## src/rtl/deser_pkg.sv

```systemverilog
// Shared types and defaults for the serial-to-parallel deserializer.
package deser_pkg;

    localparam int unsigned DESER_WIDTH = 8;

    typedef enum logic [1:0] {
        IDLE    = 2'd0,
        COLLECT = 2'd1,
        HOLD    = 2'd2
    } state_t;

endpackage

```

## src/rtl/edge_detect.sv

```systemverilog
// Rising-edge detector: registers the input level and flags the first cycle it reads 1 after a 0.
module edge_detect (
    input  logic clock_1M,
    input  logic reset,
    input  logic level,
    output logic pulse_c
);

    logic level_q;

    always_ff @(posedge clock_1M or negedge reset) begin
        if (!reset) begin
            level_q <= 1'b0;
        end else begin
            level_q <= level;
        end
    end

    assign pulse_c = level & ~level_q;

endmodule

```

## src/rtl/deserializer.sv

```systemverilog
// MSB-first serial-to-parallel deserializer with ready/ack handshake and sticky overflow.
// Define DESER_PARITY_EN to expect a trailing even-parity bit per word and report parity_err.
module deserializer
    import deser_pkg::*;
#(
    parameter int unsigned WIDTH = DESER_WIDTH
) (
    input  logic             clock_1M,
    input  logic             reset,
    input  logic             bit_strobe,
    input  logic             write_in,
    input  logic             data_in,
    input  logic             ack_in,
    output logic [WIDTH-1:0] data_out,
    output logic             data_ready,
    output logic             status_out,
    output logic             overflow,
    output logic             parity_err
);

    localparam int unsigned CNT_W = $clog2(WIDTH) + 1;
`ifdef DESER_PARITY_EN
    localparam int unsigned SR_W      = WIDTH;
    localparam int unsigned WORD_BITS = WIDTH + 1;
`else
    localparam int unsigned SR_W      = WIDTH - 1;
    localparam int unsigned WORD_BITS = WIDTH;
`endif
    localparam logic [CNT_W-1:0] LAST_IDX = CNT_W'(WORD_BITS - 1);

    state_t            state;
    state_t            next_state;
    logic [CNT_W-1:0]  bit_count;
    logic [SR_W-1:0]   sr;
    logic              slot_c;
    logic              accept_c;
    logic              shift_c;
    logic              start_c;
    logic              complete_c;
    logic              ack_c;
    logic              ovf_set_c;
    logic [WIDTH-1:0]  word_c;

    edge_detect u_edge_detect (
        .clock_1M (clock_1M),
        .reset    (reset),
        .level    (bit_strobe),
        .pulse_c  (slot_c)
    );

    assign accept_c = slot_c & write_in;

    // The shift register holds all bits but the one arriving in the completing slot.
`ifdef DESER_PARITY_EN
    assign word_c = sr;
`else
    assign word_c = {sr, data_in};
`endif

    always_ff @(posedge clock_1M or negedge reset) begin
        if (!reset) begin
            state <= IDLE;
        end else begin
            state <= next_state;
        end
    end

    always_comb begin
        next_state = state;
        shift_c    = 1'b0;
        start_c    = 1'b0;
        complete_c = 1'b0;
        ack_c      = 1'b0;
        ovf_set_c  = 1'b0;
        case (state)
            IDLE: begin
                if (accept_c) begin
                    next_state = COLLECT;
                    shift_c    = 1'b1;
                    start_c    = 1'b1;
                end
            end
            COLLECT: begin
                if (accept_c) begin
                    shift_c = 1'b1;
                    if (bit_count == LAST_IDX) begin
                        next_state = HOLD;
                        complete_c = 1'b1;
                    end
                end
            end
            HOLD: begin
                // Ack takes priority; a simultaneous bit opens the next word.
                if (ack_in) begin
                    ack_c      = 1'b1;
                    next_state = IDLE;
                    if (accept_c) begin
                        next_state = COLLECT;
                        shift_c    = 1'b1;
                        start_c    = 1'b1;
                    end
                end else if (accept_c) begin
                    ovf_set_c = 1'b1;
                end
            end
            default: begin
                next_state = IDLE;
            end
        endcase
    end

    always_ff @(posedge clock_1M or negedge reset) begin
        if (!reset) begin
            bit_count  <= '0;
            sr         <= '0;
            data_out   <= '0;
            data_ready <= 1'b0;
            status_out <= 1'b0;
            overflow   <= 1'b0;
        end else begin
            if (complete_c) begin
                bit_count <= '0;
            end else if (start_c) begin
                bit_count <= CNT_W'(1);
            end else if (shift_c) begin
                bit_count <= bit_count + CNT_W'(1);
            end

            if (shift_c) begin
                sr <= SR_W'({sr, data_in});
            end

            if (complete_c) begin
                data_out <= word_c;
            end

            if (complete_c) begin
                data_ready <= 1'b1;
            end else if (ack_c) begin
                data_ready <= 1'b0;
            end

            if (ovf_set_c) begin
                overflow <= 1'b1;
            end

            status_out <= (next_state != IDLE);
        end
    end

`ifdef DESER_PARITY_EN
    always_ff @(posedge clock_1M or negedge reset) begin
        if (!reset) begin
            parity_err <= 1'b0;
        end else if (complete_c) begin
            parity_err <= ^{sr, data_in};
        end
    end
`else
    assign parity_err = 1'b0;
`endif

endmodule

```

## config.mk

```make
export PLATFORM = sky130hd
export DESIGN_NAME = deserializer
export DESIGN_NICKNAME = d
export VERILOG_FILES = /design/src/rtl/deser_pkg.sv /design/src/rtl/edge_detect.sv /design/src/rtl/deserializer.sv
export SDC_FILE = /design/constraint.sdc
export NUM_CORES = 1
export LEC_CHECK = 0
export ABC_AREA = 1
export BUFFER_PORTS_ARGS = -buffer_cell sky130_fd_sc_hd__buf_2
export CORE_AREA = 5 5 51 53
export DETAILED_ROUTE_END_ITERATION = 10
export DIE_AREA = 0 0 56 58
export PLACE_DENSITY = 0.75
export SYNTH_ARGS = -nofsm -noshare
export SYNTH_HDL_FRONTEND = slang
export SYNTH_SLANG_ARGS = --single-unit
```

## constraint.sdc

```tcl
create_clock -name clock_1M -period 4 [get_ports clock_1M]
set_clock_uncertainty 0.05 [all_clocks]
set_input_delay 1.2 -clock clock_1M [delete_from_list [all_inputs] [get_ports clock_1M]]
set_output_delay 1.2 -clock clock_1M [all_outputs]
set_load 0.01 [all_outputs]
```

== Word-level counts from Yosys, hierarchy flattened ==
Cells that the tools add are included.

* $add $sub $neg: 1
* Equality and inequality tests: 3
* Mux-type cells: 22
* Bitwise operators: 3
* Reduce and logical (&&, ||, !) cells: 5

{| class="wikitable"
|+ Operator list
! kind !! number
|-
| two-way mux 1 bit || 12
|-
| two-way mux 4 bit || 3
|-
| two-way mux 2 bit || 4
|-
| one-hot mux 2 bit (3 select lines) || 1
|-
| adder 4 x 1 -> 4 bit (second input constant) || 1
|-
| == test 4 x 3 -> 1 bit (second input constant) || 1
|-
| one-hot mux 1 bit (2 select lines) || 2
|-
| nonzero test 2 bit || 2
|-
| nonzero test 3 bit || 1
|-
| bitwise AND 1 bit || 2
|-
| == test 2 x 1 -> 1 bit (second input constant) || 1
|-
| == test 2 bit (second input constant) || 1
|-
| logical NOT 2 bit || 1
|-
| OR reduction 2 bit || 1
|-
| inverter 1 bit || 1
|}

* Flip-flop bits (word level): 25
* Input bits: 6
* Output and inout bits: 12

== Depth between registers and ports, before layout ==
Gate-level depths: netlist of the first run.

* Depth after elaboration: 9
* Gate-level depth with buffers: 9
* Depth with buffers taken out: 8

== Cells and area by module ==
A second synthesis of the first run with hierarchy kept.

* Cell total of the unflattened synthesis: 115
* Area total of the unflattened synthesis: 1124.8 um2

{| class="wikitable"
|+ By module, submodules not included
! module !! instances !! cells each !! area an instance (um2) !! seq. area each (um2)
|-
| deserializer || 1 || 112 || 1089.8 || 600.6
|-
| edge_detect || 1 || 3 || 35.0 || 25.0
|}

== Worst setup path after synthesis of the first run ==
OpenSTA, ideal clock, no wires.

* Kind: in2reg
* Start point: input port write_in
* End point: register bit_count[0]
* Library setup time: 0.116 ns
* Arrival: 1.806 ns
* Required time: 3.834 ns
* Slack: 2.028 ns
* Stages on the path: 8
* Buffers on the path: 1
* Cell sequence: nand2_1 > nor2_4 > nand3_2 > buf_6 > nand2_4 > inv_2 > nand2_1 > nand2_1

* Word-level cells in the longest chain between the ends: 6
* Elaborated cells between the ends (all ways): 10
* Classes of those cells: mux (8); bitwise (1); reduce/logical (1)

{| class="wikitable"
|+ Ends and longest elaborated chain
! item !! line !! source
|-
| start: declaration || deserializer.sv:11 || <nowiki>input logic write_in,</nowiki>
|-
| bitwise AND 1 bit * || deserializer.sv:51 || <nowiki>assign accept_c = slot_c & write_in;</nowiki>
|-
| two-way mux 1 bit || deserializer.sv:77, deserializer.sv:84, deserializer.sv:97 ||
|-
| two-way mux 1 bit || deserializer.sv:94 || <nowiki>if (ack_in) begin</nowiki>
|-
| one-hot mux 1 bit (2 select lines) || deserializer.sv:75 || <nowiki>case (state)</nowiki>
|-
| two-way mux 4 bit || deserializer.sv:123 || <nowiki>end else if (start_c) begin</nowiki>
|-
| two-way mux 4 bit || deserializer.sv:121 || <nowiki>if (complete_c) begin</nowiki>
|-
| end signal: assignment || deserializer.sv:126 || <nowiki>bit_count <= bit_count + CNT_W'(1);</nowiki>
|-
| end: declaration || deserializer.sv:33 || <nowiki>logic [CNT_W-1:0] bit_count;</nowiki>
|}

Mark *: on every way between the ends. The rest lies on a longest branch, timed or not.
A chain may end at the register's enable or synchronous reset.

== Worst setup path in the final report of the first run ==
* Start point: register data_out[7]
* End point: output port data_out[7]

{| class="wikitable"
|+ RTL lines
! item !! line !! source
|-
| start: declaration || deserializer.sv:14 || <nowiki>output logic [WIDTH-1:0] data_out,</nowiki>
|-
| start signal: assignment || deserializer.sv:134 || <nowiki>data_out <= word_c;</nowiki>
|}

No word-level cell between the ends.

==> results.md, run 1 <==
- Crit-path cells: buf_2
- Clock period minus worst slack: 2.12 ns
- Critical path endpoint category: primary output
- Core area: 2110 sq um
- Metal2 WL: 888 um
- Fin area: 1180 sq um
- Max_slew headroom: 0.640
- Final worst slack: 1.88 ns
- Initial antenna violation count: 0
- Die ar.: 3250 sq um
- Buffers & Inverters on Critical Path: 1
- CTS tree: built
- Period utilization: 0.530
- Worst Path Max Fanout: 2
- Vias in the first global route: 800
- WL/cell: 11.7 um
- Total gr overflow: 0
- Detail Route Antenna Nets: 0
- Slew @ Worst Pin: 0.539 ns
- Final hold violations: 0
- DR iter-0 viols: 13
- Post-synthesis xor/xnor area fraction: 0
- Nature of the critical path startpoint: flop
- Async set-reset flop share out of synthesis: 1.00
- Syn avg cell area: 9.34 sq um
- RSZ-0062 raised after global routing: false
- GRT Util Overall: 0.138
- Final WL: 1870 um
- Row count: 17
- Pre-CTS setup slack: 1.65 ns
- Routed wl met3: 107 um
- Vias per inst: 4.82
- TritonCTS buffer count: 3
- Pwr/cell area: 503 nW/um^2
- Number of distinct library cells after synthesis: 23
- Critical path arrival: 0.87 ns
- Synth Register Bits: 25
- # H-tree levels: 1
- Hpwl dp: 1340 um
- Setup_tns: 0 ns
- Die Y: 58 um
- Post-synth top flop: dfrtp_1
- Gpl congestion: 0.772
- Max-slew violation count: 0
- CTS clk-pin slew, worst paths: 0.13 ns
- HP Class: flop to flop
- DRC: 0
- Share of the synthesized area in the top cell type: 0.577
- VDD IR-drop max: 376 uV
- Area contributors post-synth: dfrtp_1 (58%), nand2_1 (11%), o21ai_0 (6.9%)
- CTS Hold Bufs: 0
- Synth Area in Simple Gates: 0.195
- CP required: 2.75 ns
- Root Driver: clkbuf_4
- Pre-antenna DRT Iters: 4
- Sequential share of the synthesized area: 0.577
- Sum of routed wire segments on met1: 848 um
- Slowest cell on crit path: dfrtp_1
- Share of layout cells above drive strength 1: 0.220
- Area Overhead vs Synth: 9.35%
- Most numerous cell in the Yosys netlist: nand2_1
- Synthesized cell area: 1080 sq um
- Largest family of logic cells by synthesized area: simple AND/OR/NAND/NOR gates
- Via count: 771
- Fmax: 472 MHz
- Die width: 56 um
- Final setup fails: 0
- TritonCTS Sinks: 25
- Yosys synthesis warning count: 0
- Commonest cells post-synth: nand2_1 (31), dfrtp_1 (25), o21ai_0 (15), inv_1 (14), a21oi_1 (4)
- Setup Buffers After CTS: 0
- Fillers: 192
- Post-synth EDFFs: 0
- Crit path max-delay family: flip-flops
- Cells after synthesis: 116
- Post-synthesis mux area share: 0
- Top cell type by total area after synthesis: dfrtp_1
- Clock Tree Buf Depth: 2
- Max layer used: met4
- Outcome: finished, final reports clean
- Fin nets: 140
- Synth Area in Adders: 0.0115
- Port Buffers: 16
- Complex-gate fraction of the synthesized area: 0.119
- Ports: 18
- Syn Nets: 123
- Wire length of the first global-routing pass: 3460 um
- Post-CTS Resized: 0
- Number of antenna diodes: 0
- Placed Instance Area: 1160 sq um
- Pwr Total: 597 uW
- Largest net degree at the start of global routing: 26
- Clock Latency Late Sink: 0.32 ns
- WS Path Type: flop to primary output
- Initial Util: 0.515
- Max-cap viol count: 0
- Delay of the slowest cell on the worst path: 0.41 ns
- Pleak: 0.000610 uW
## per-stage QoR
stage	hold slack [ns]	cells	utilization
floorplan	0.403	116	-
global placement	0.407	156	0.550
detailed placement	0.423	156	0.550
CTS	0.455	160	0.563
global route	0.478	160	0.563
finish	0.448	160	0.563
## sequential cells by signal, summed over array words and instances (netlist names)
name                   cells
sr                         7
status_out                 1
data_out                   8
state                      2
data_ready                 1
bit_count                  4
u_edge_detect.level_q      1
overflow                   1
## report_power, final
part           internal (uW)  switching [uW]
logic                   54.7            83.8
registers                306            39.6
clock network           37.5            74.6
## metal layers
| metal | vias up | GRT usage |
|---|---|---|
| met1 | 356 | 0.162 |
| li1 | 396 | - |
| met3 | 2 | 0.0535 |
| met2 | 17 | 0.225 |
| met5 | - | 0 |
| met4 | 0 | 0.0610 |
## worst min-delay path, delay by kind of cell (launching register included)
kind / cells / cell delay [ns]
flip-flops: 1 / 0.37
AO/OA/AOI/OAI: 1 / 0.06
AND/OR/NAND/NOR: 1 / 0.05
## kinds of logic (layout without fill, tap and decap cells)
group,Yosys count,after routing
AO/OA/AOI/OAI,24,24
adder cells (fa/ha/maj),1,1
buffers and inverters,20,36
flip-flops,25,25
other,1,1
AND/OR/NAND/NOR,45,45
## final timing paths
path                       cells past startpoint                startpoint  slack [ns]                  endpoint
max reg2reg                                    8  bit_count[0]$_DFFE_PN0P_        2.38  bit_count[0]$_DFFE_PN0P_
min in group asynchronous                      1                     reset        0.79      overflow$_DFFE_PN0P_
max in group asynchronous                      1                     reset        2.75   data_out[1]$_DFFE_PN0N_
min                                            2         sr[0]$_DFFE_PN0P_        0.45         sr[0]$_DFFE_PN0P_
min reg2reg                                    2         sr[0]$_DFFE_PN0P_        0.45         sr[0]$_DFFE_PN0P_
max                                            1   data_out[7]$_DFFE_PN0N_        1.88               data_out[7]
## layout by cell type (no fill, tap or decap), types with 2 or more instances in the layout
cell	instances
dfrtp_1	25
clkbuf_4	3
nand4_1	2
inv_2	2
a21oi_1	4
nand3_1	3
nor2_2	2
o21ai_1	2
buf_2	16
o21bai_1	2
o21ai_0	15
nand2_1	31
inv_1	14
## area by class of cell
| type | count | area (sq um) | share of cell area |
|---|---|---|---|
| flip-flops and latches | 25 | 626 | 0.528 |
| multi-input cells | 71 | 357 | 0.301 |
| repair buffers | 16 | 80.1 | 0.0676 |
| inverters | 16 | 60.1 | 0.0507 |
| well taps | 28 | 35.0 | 0.0296 |
| clock buffers | 3 | 22.5 | 0.0190 |
| clock inverters | 1 | 5.00 | 0.00422 |
Note: power is estimated with default switching activity, not from simulation.
==> inputs of run 2 (changes only) <==
- CORE_AREA: 5 5 51 53 -> 5 5 54 56
- DIE_AREA: 0 0 56 58 -> 0 0 59 61
- PLACE_DENSITY: 0.75 -> 0.7
- clock period: 4 -> 1.7 ns (I/O delays scaled with it)
==> run 2 against run 1 <==
  * Global-route usage shrank 1.1 points
  * Routed wire length grew 1.2%
  * Total power grew 130%
  * Non-clock buffer count grew 2
  * Clock power grew 140%
  * Sequential power grew 140%
  * Final cell count grew 2.5%
  * Critical path depth grew 5
  * Sequential share of layout area shrank 0.77 points
  * Utilization shrank 5.9 points
  * First-iteration DRC count grew 31%
  * Critical path type is now flop to flop
  * Largest power group unchanged
==> results.md, run 2 (same netlist as run 1, synthesis figures left out) <==
- Die ar.: 3600 sq um (+11%)
- Via count: 806 (+4.5%)
- Die Y: 61 um (+5.2%)
- Max layer used: met4
- # H-tree levels: 1 (unchanged)
- Final WL: 1900 um (+1.2%)
- Hpwl dp: 1420 um (+6.0%)
- GRT Util Overall: 0.127 (-0.0111)
- HP Class: input pin to async pin
- Wire length of the first global-routing pass: 3420 um (-0.98%)
- DR iter-0 viols: 17 (+4)
- CP required: 1.89 ns (-0.86 ns)
- Clock period minus worst slack: 1.47 ns
- Worst Path Max Fanout: 11 (+9)
- Fillers: 251 (+31%)
- Fmax: 678 MHz
- CTS Hold Bufs: 0 (unchanged)
- Area Overhead vs Synth: 11.0%
- Commonest non-fill, non-tap cells in the layout: nand2_1 (31), dfrtp_1 (25), buf_2 (16)
- Slew @ Worst Pin: 0.540 ns (+0.000299 ns)
- Outcome: finished, final reports clean
- TritonCTS Sinks: 25 (unchanged)
- Pre-antenna DRT Iters: 4 (unchanged)
- Initial antenna violation count: 0 (unchanged)
- Share of layout cells above drive strength 1: 0.231 (+0.0116)
- Largest net degree at the start of global routing: 26 (unchanged)
- Initial Util: 0.454 (-0.0607)
- Gpl congestion: 0.820 (+6.2%)
- Max reg flops: 8 (unchanged)
- VDD IR-drop max: 672 uV (+79%)
- Pleak: 0.000618 uW (+1.4%)
- Total gr overflow: 0 (unchanged)
- Clock Latency Late Sink: 0.32 ns (about the same)
- Port Buffers: 16 (unchanged)
- Final hold violations: 0 (unchanged)
- TritonCTS buffer count: 3 (unchanged)
- Pwr/cell area: 1160 nW/um^2 (+130%)
- Critical path arrival: 1.66 ns (+0.79 ns)
- Sum of routed wire segments on met1: 883 um (+4.1%)
- CTS tree: built
- Max_slew headroom: 0.640 (about the same)
- Vias per inst: 4.91 (+2.0%)
- Clock Tree Buf Depth: 2 (unchanged)
- End of the worst register-to-register path: data_out[4]$_DFFE_PN0N_
- Max-slew violation count: 0 (unchanged)
- Nature of the critical path startpoint: flop
- Routed wl met3: 140 um (+31%)
- Worst R2R Path Depth: 6 (-2)
- Commonest non-fill, non-tap cell in the layout: nand2_1
- CTS clk-pin slew, worst paths: 0.14 ns (about the same)
- Critical path endpoint category: flop
- Core area: 2390 sq um (+13%)
- Setup_tns: 0 ns (unchanged)
- Crit-path cells: ha_1 -> nand2_1 -> nor2_2 -> nand3_2 -> buf_4 -> o21ai_0
- WS Path Type: flop to flop
- RSZ-0062 raised after global routing: false
- Reg2reg start: bit_count[0]$_DFFE_PN0P_
- Row count: 18 (+1)
- Post-CTS Resized: 0 (unchanged)
- Root Driver: clkbuf_4
- Number of antenna diodes: 0 (unchanged)
- Ports: 18 (unchanged)
- DRC: 0 (unchanged)
- Biggest regs: data_out: 8 flops, sr: 7 flops, bit_count: 4 flops
- Setup Buffers After CTS: 0 (unchanged)
- Fin nets: 142 (+1.4%)
- WL/cell: 11.6 um (-1.2%)
- Worst setup path end: data_out[4]$_DFFE_PN0N_
- CP startpoint: bit_count[0]$_DFFE_PN0P_
- Metal2 WL: 865 um (-2.6%)
- Reg2reg setup slack: 0.23 ns (-2.15 ns)
- Die width: 59 um (+5.4%)
- Placed instance count: 160 (+2.6%)
- Max-cap viol count: 0 (unchanged)
- Delay of the slowest cell on the worst path: 0.45 ns (+0.04 ns)
- Period utilization: 0.867
- Post-Layout Cell Count: 164 (+2.5%)
- Largest Register: data_out
- Slowest cell on crit path: dfrtp_1
- Final setup fails: 0 (unchanged)
- Vias in the first global route: 780 (-2.5%)
- Detail Route Antenna Nets: 0 (unchanged)
==> run 2: cell types whose count changed in the layout (fill, tap and decap cells not counted) <==
| cell | change |
|---|---|
| buf_4 | +2 |
==> run 2: report_power, final <==
group	internal, uW	switching, uW
logic	129	187
registers	721	95.5
clock network	88.2	178
total	938	460
==> run 2: stage by stage <==
stage | worst slack, ns | total power (uW) | instance area [sq um] | hold WS (ns) | util
after floorplan | 0.397 | 1040 | 1080 | 0.164 | -
after global placement | 0.253 | 1130 | 1170 | 0.405 | 0.492
after detailed placement | 0.209 | 1150 | 1170 | 0.424 | 0.492
after CTS | 0.207 | 1420 | 1200 | 0.108 | 0.504
after global routing | 0.102 | 1510 | 1200 | 0.129 | 0.504
final | 0.226 | 1400 | 1200 | 0.0997 | 0.504
==> run 2: final cells by class <==
| type | instances | area, sq um | area share |
|---|---|---|---|
| inverters | 16 | 60.1 | 0.0499 |
| multi-input cells | 71 | 357 | 0.297 |
| flip-flops and latches | 25 | 626 | 0.520 |
| well taps | 30 | 37.5 | 0.0312 |
| repair buffers | 18 | 95.1 | 0.0791 |
| clock inverters | 1 | 5.00 | 0.00416 |
| clock buffers | 3 | 22.5 | 0.0187 |
==> run 2: how the worst min path moves through the flow <==
stage	from	end	slack [ns]	cells after the start
floorplan	reset	bit_count[0]$_DFFE_PN0P_	0.16	0
global placement	overflow$_DFFE_PN0P_	overflow$_DFFE_PN0P_	0.40	1
detailed placement	sr[6]$_DFFE_PN0P_	sr[6]$_DFFE_PN0P_	0.42	2
CTS	reset	sr[6]$_DFFE_PN0P_	0.11	1
global route	reset	bit_count[1]$_DFFE_PN0P_	0.13	1
finish	reset	sr[4]$_DFFE_PN0P_	0.1	1
==> run 2: worst max-delay path, delay by kind of cell (launching register included) <==
family / cells / cell delay [ns]
buffers and inverters: 1 / 0.19
AO/OA/AOI/OAI: 1 / 0.17
AND/OR/NAND/NOR: 3 / 0.34
adder cells (fa/ha/maj): 1 / 0.19
flip-flops: 1 / 0.45
==> run 2: per-layer routing <==
layer / GRT usage / up-vias
met5: 0 / -
met4: 0.0291 / 0
met3: 0.0468 / 2
met2: 0.208 / 24
met1: 0.161 / 377
li1: - / 403
==> inputs of run 3 (changes only) <==
- CORE_AREA: 5 5 54 56 -> 5 5 56 58
- CTS_BUF_LIST: unset -> sky130_fd_sc_hd__clkbuf_8
- DIE_AREA: 0 0 59 61 -> 0 0 61 63
- PLACE_DENSITY: 0.7 -> 0.65
==> run 3 against run 2 <==
  * Count of clock-buffer cells in the layout is the same
  * Global-route usage shrank 0.92 points
  * Clock power grew 34%
  * Worst hold slack gained 0.073 ns
  * Final area grew 1.9%
  * Flip-flop and latch count is the same
  * Combinational power grew 3%
  * Fmax shrank 0.42%
  * Setup slack lost 0.0063 ns
  * Die area grew 6.8%
  * Final cell count grew 0.61%
==> results.md, run 3 (same netlist as run 1, synthesis figures left out) <==
- Core area: 2620 sq um (+9.5%)
- Vias per inst: 4.80 (-2.3%)
- Clock period minus worst slack: 1.48 ns (+0.00626 ns)
- TritonCTS buffer count: 3 (unchanged)
- Post-CTS Resized: 0 (unchanged)
- Setup Buffers After CTS: 0 (unchanged)
- Max-slew violation count: 0 (unchanged)
- Critical path endpoint category: flop
- CTS tree: built
- Pleak: 0.000622 uW (+0.65%)
- Clock Tree Buf Depth: 2 (unchanged)
- WL/cell: 12.0 um (+3.8%)
- Worst Path Max Fanout: 10 (-1)
- Max reg flops: 8 (unchanged)
- Final hold violations: 0 (unchanged)
- Min Hold Slack: 0.173 ns (+0.0728 ns)
- Initial antenna violation count: 0 (unchanged)
- Reg2reg start: bit_count[0]$_DFFE_PN0P_
- Slew @ Worst Pin: 0.556 ns (+0.0166 ns)
- Via count: 792 (-1.7%)
- Ports: 18 (unchanged)
- Total gr overflow: 0 (unchanged)
- Reg2reg setup slack: 0.22 ns (about the same)
- CP startpoint: bit_count[0]$_DFFE_PN0P_
- Die Y: 63 um (+3.3%)
- Period utilization: 0.871 (+0.00369)
- Largest Register: data_out
- Port Buffers: 16 (unchanged)
- Biggest regs: data_out: 8 flops, sr: 7 flops, bit_count: 4 flops
- RSZ-0062 raised after global routing: false
- Area Overhead vs Synth: 13.0%
- Initial Util: 0.414 (-0.0395)
- Gpl congestion: 0.790 (-3.7%)
- Critical path arrival: 1.58 ns (-0.08 ns)
- VDD IR-drop max: 715 uV (+6.4%)
- DRC: 0 (unchanged)
- Final setup fails: 0 (unchanged)
- Fmax: 675 MHz (-0.42%)
- Outcome: finished, final reports clean
- Final WL: 1980 um (+4.4%)
- Commonest non-fill, non-tap cell in the layout: nand2_1
- TritonCTS Sinks: 25 (unchanged)
- DR iter-0 viols: 32 (+15)
- CP required: 1.80 ns (-0.09 ns)
- GRT Util Overall: 0.118 (-0.00916)
- Placed instance count: 161 (+0.63%)
- Number of antenna diodes: 0 (unchanged)
- Vias in the first global route: 819 (+5.0%)
- Nature of the critical path startpoint: flop
- Setup_tns: 0 ns (unchanged)
- Largest net degree at the start of global routing: 26 (unchanged)
- Pre-antenna DRT Iters: 4 (unchanged)
- Pwr Total: 1490 uW (+7.0%)
- Die ar.: 3840 sq um (+6.8%)
- HP Class: input pin to async pin
- Commonest non-fill, non-tap cells in the layout: nand2_1 (31), dfrtp_1 (25), buf_2 (16)
- # H-tree levels: 1 (unchanged)
- Die width: 61 um (+3.4%)
- CTS clk-pin slew, worst paths: 0.09 ns (-0.05 ns)
- Max_slew headroom: 0.629 (-0.0110)
- Pwr/cell area: 1220 nW/um^2 (+5.0%)
- Detail Route Antenna Nets: 0 (unchanged)
- Share of layout cells above drive strength 1: 0.231 (unchanged)
- Row count: 19 (+1)
- End of the worst register-to-register path: data_out[2]$_DFFE_PN0N_
- Hpwl dp: 1440 um (+2.0%)
- Post-Layout Cell Count: 165 (+0.61%)
- Wire length of the first global-routing pass: 3460 um (+1.2%)
- WS Path Type: flop to flop
- Max-cap viol count: 0 (unchanged)
- Root Driver: clkbuf_8
- Fin nets: 142 (unchanged)
- CTS Hold Bufs: 0 (unchanged)
- Worst R2R Path Depth: 7 (+1)
- Clock Latency Late Sink: 0.26 ns (-0.06 ns)
-- run 3: cell types whose count changed in the layout (fill, tap and decap cells not counted), sizes merged --
cell | before | now
clkinv | 1 | 0
clkinvlp | 0 | 1
-- run 3: layer usage --
metal | part of all wire | GRT usage
met4 | 0.017 | 0.0623
met1 | 0.47 | 0.149
met3 | 0.056 | 0.0331
met5 | 0 | 0
met2 | 0.46 | 0.178
-- run 3: worst max-delay path by stage --
| stage | end | slack (ns) | cells past startpoint |
|---|---|---|---|
| after floorplan | bit_count[0]$_DFFE_PN0P_ | 0.40 | 9 |
| after global placement | bit_count[2]$_DFFE_PN0P_ | 0.25 | 6 |
| after detailed placement | data_out[6]$_DFFE_PN0N_ | 0.21 | 7 |
| after CTS | data_out[0]$_DFFE_PN0N_ | 0.22 | 7 |
| after global routing | data_out[0]$_DFFE_PN0N_ | 0.05 | 6 |
| final | data_out[2]$_DFFE_PN0N_ | 0.22 | 7 |
-- run 3: critical path: stages (launching register included) --
cell,delay [ns]
dfrtp_1,0.42
ha_1,0.21
nand2_1,0.09
nor2_2,0.13
nand3_2,0.14
buf_4,0.19
nand2_1,0.06
o21ai_0,0.08
-- run 3: power by group --
group | total, uW | internal [uW] | switching [uW]
registers | 816 | 721 | 94.6
logic | 323 | 131 | 192
clock network | 356 | 166 | 190
total | 1490 | 1020 | 477
-- run 3: cell type report --
cell class                      instances  area, sq um
Inverter                               16         60.1
Sequential cell                        25          626
Timing Repair Buffer                   18         95.1
Multi-Input combinational cell         71          357
Clock buffer                            3         41.3
Fill cell                             281         1390
Clock inverter                          1         7.51
Tap cell                               31         38.8
-- run 3: metrics by stage --
step	area (sq um)	util	setup WS [ns]
after CTS	1220	0.468	0.218
after floorplan	1080	-	0.397
after global placement	1180	0.450	0.248
final	1220	0.468	0.219
after global routing	1220	0.468	0.0483
after detailed placement	1180	0.450	0.212
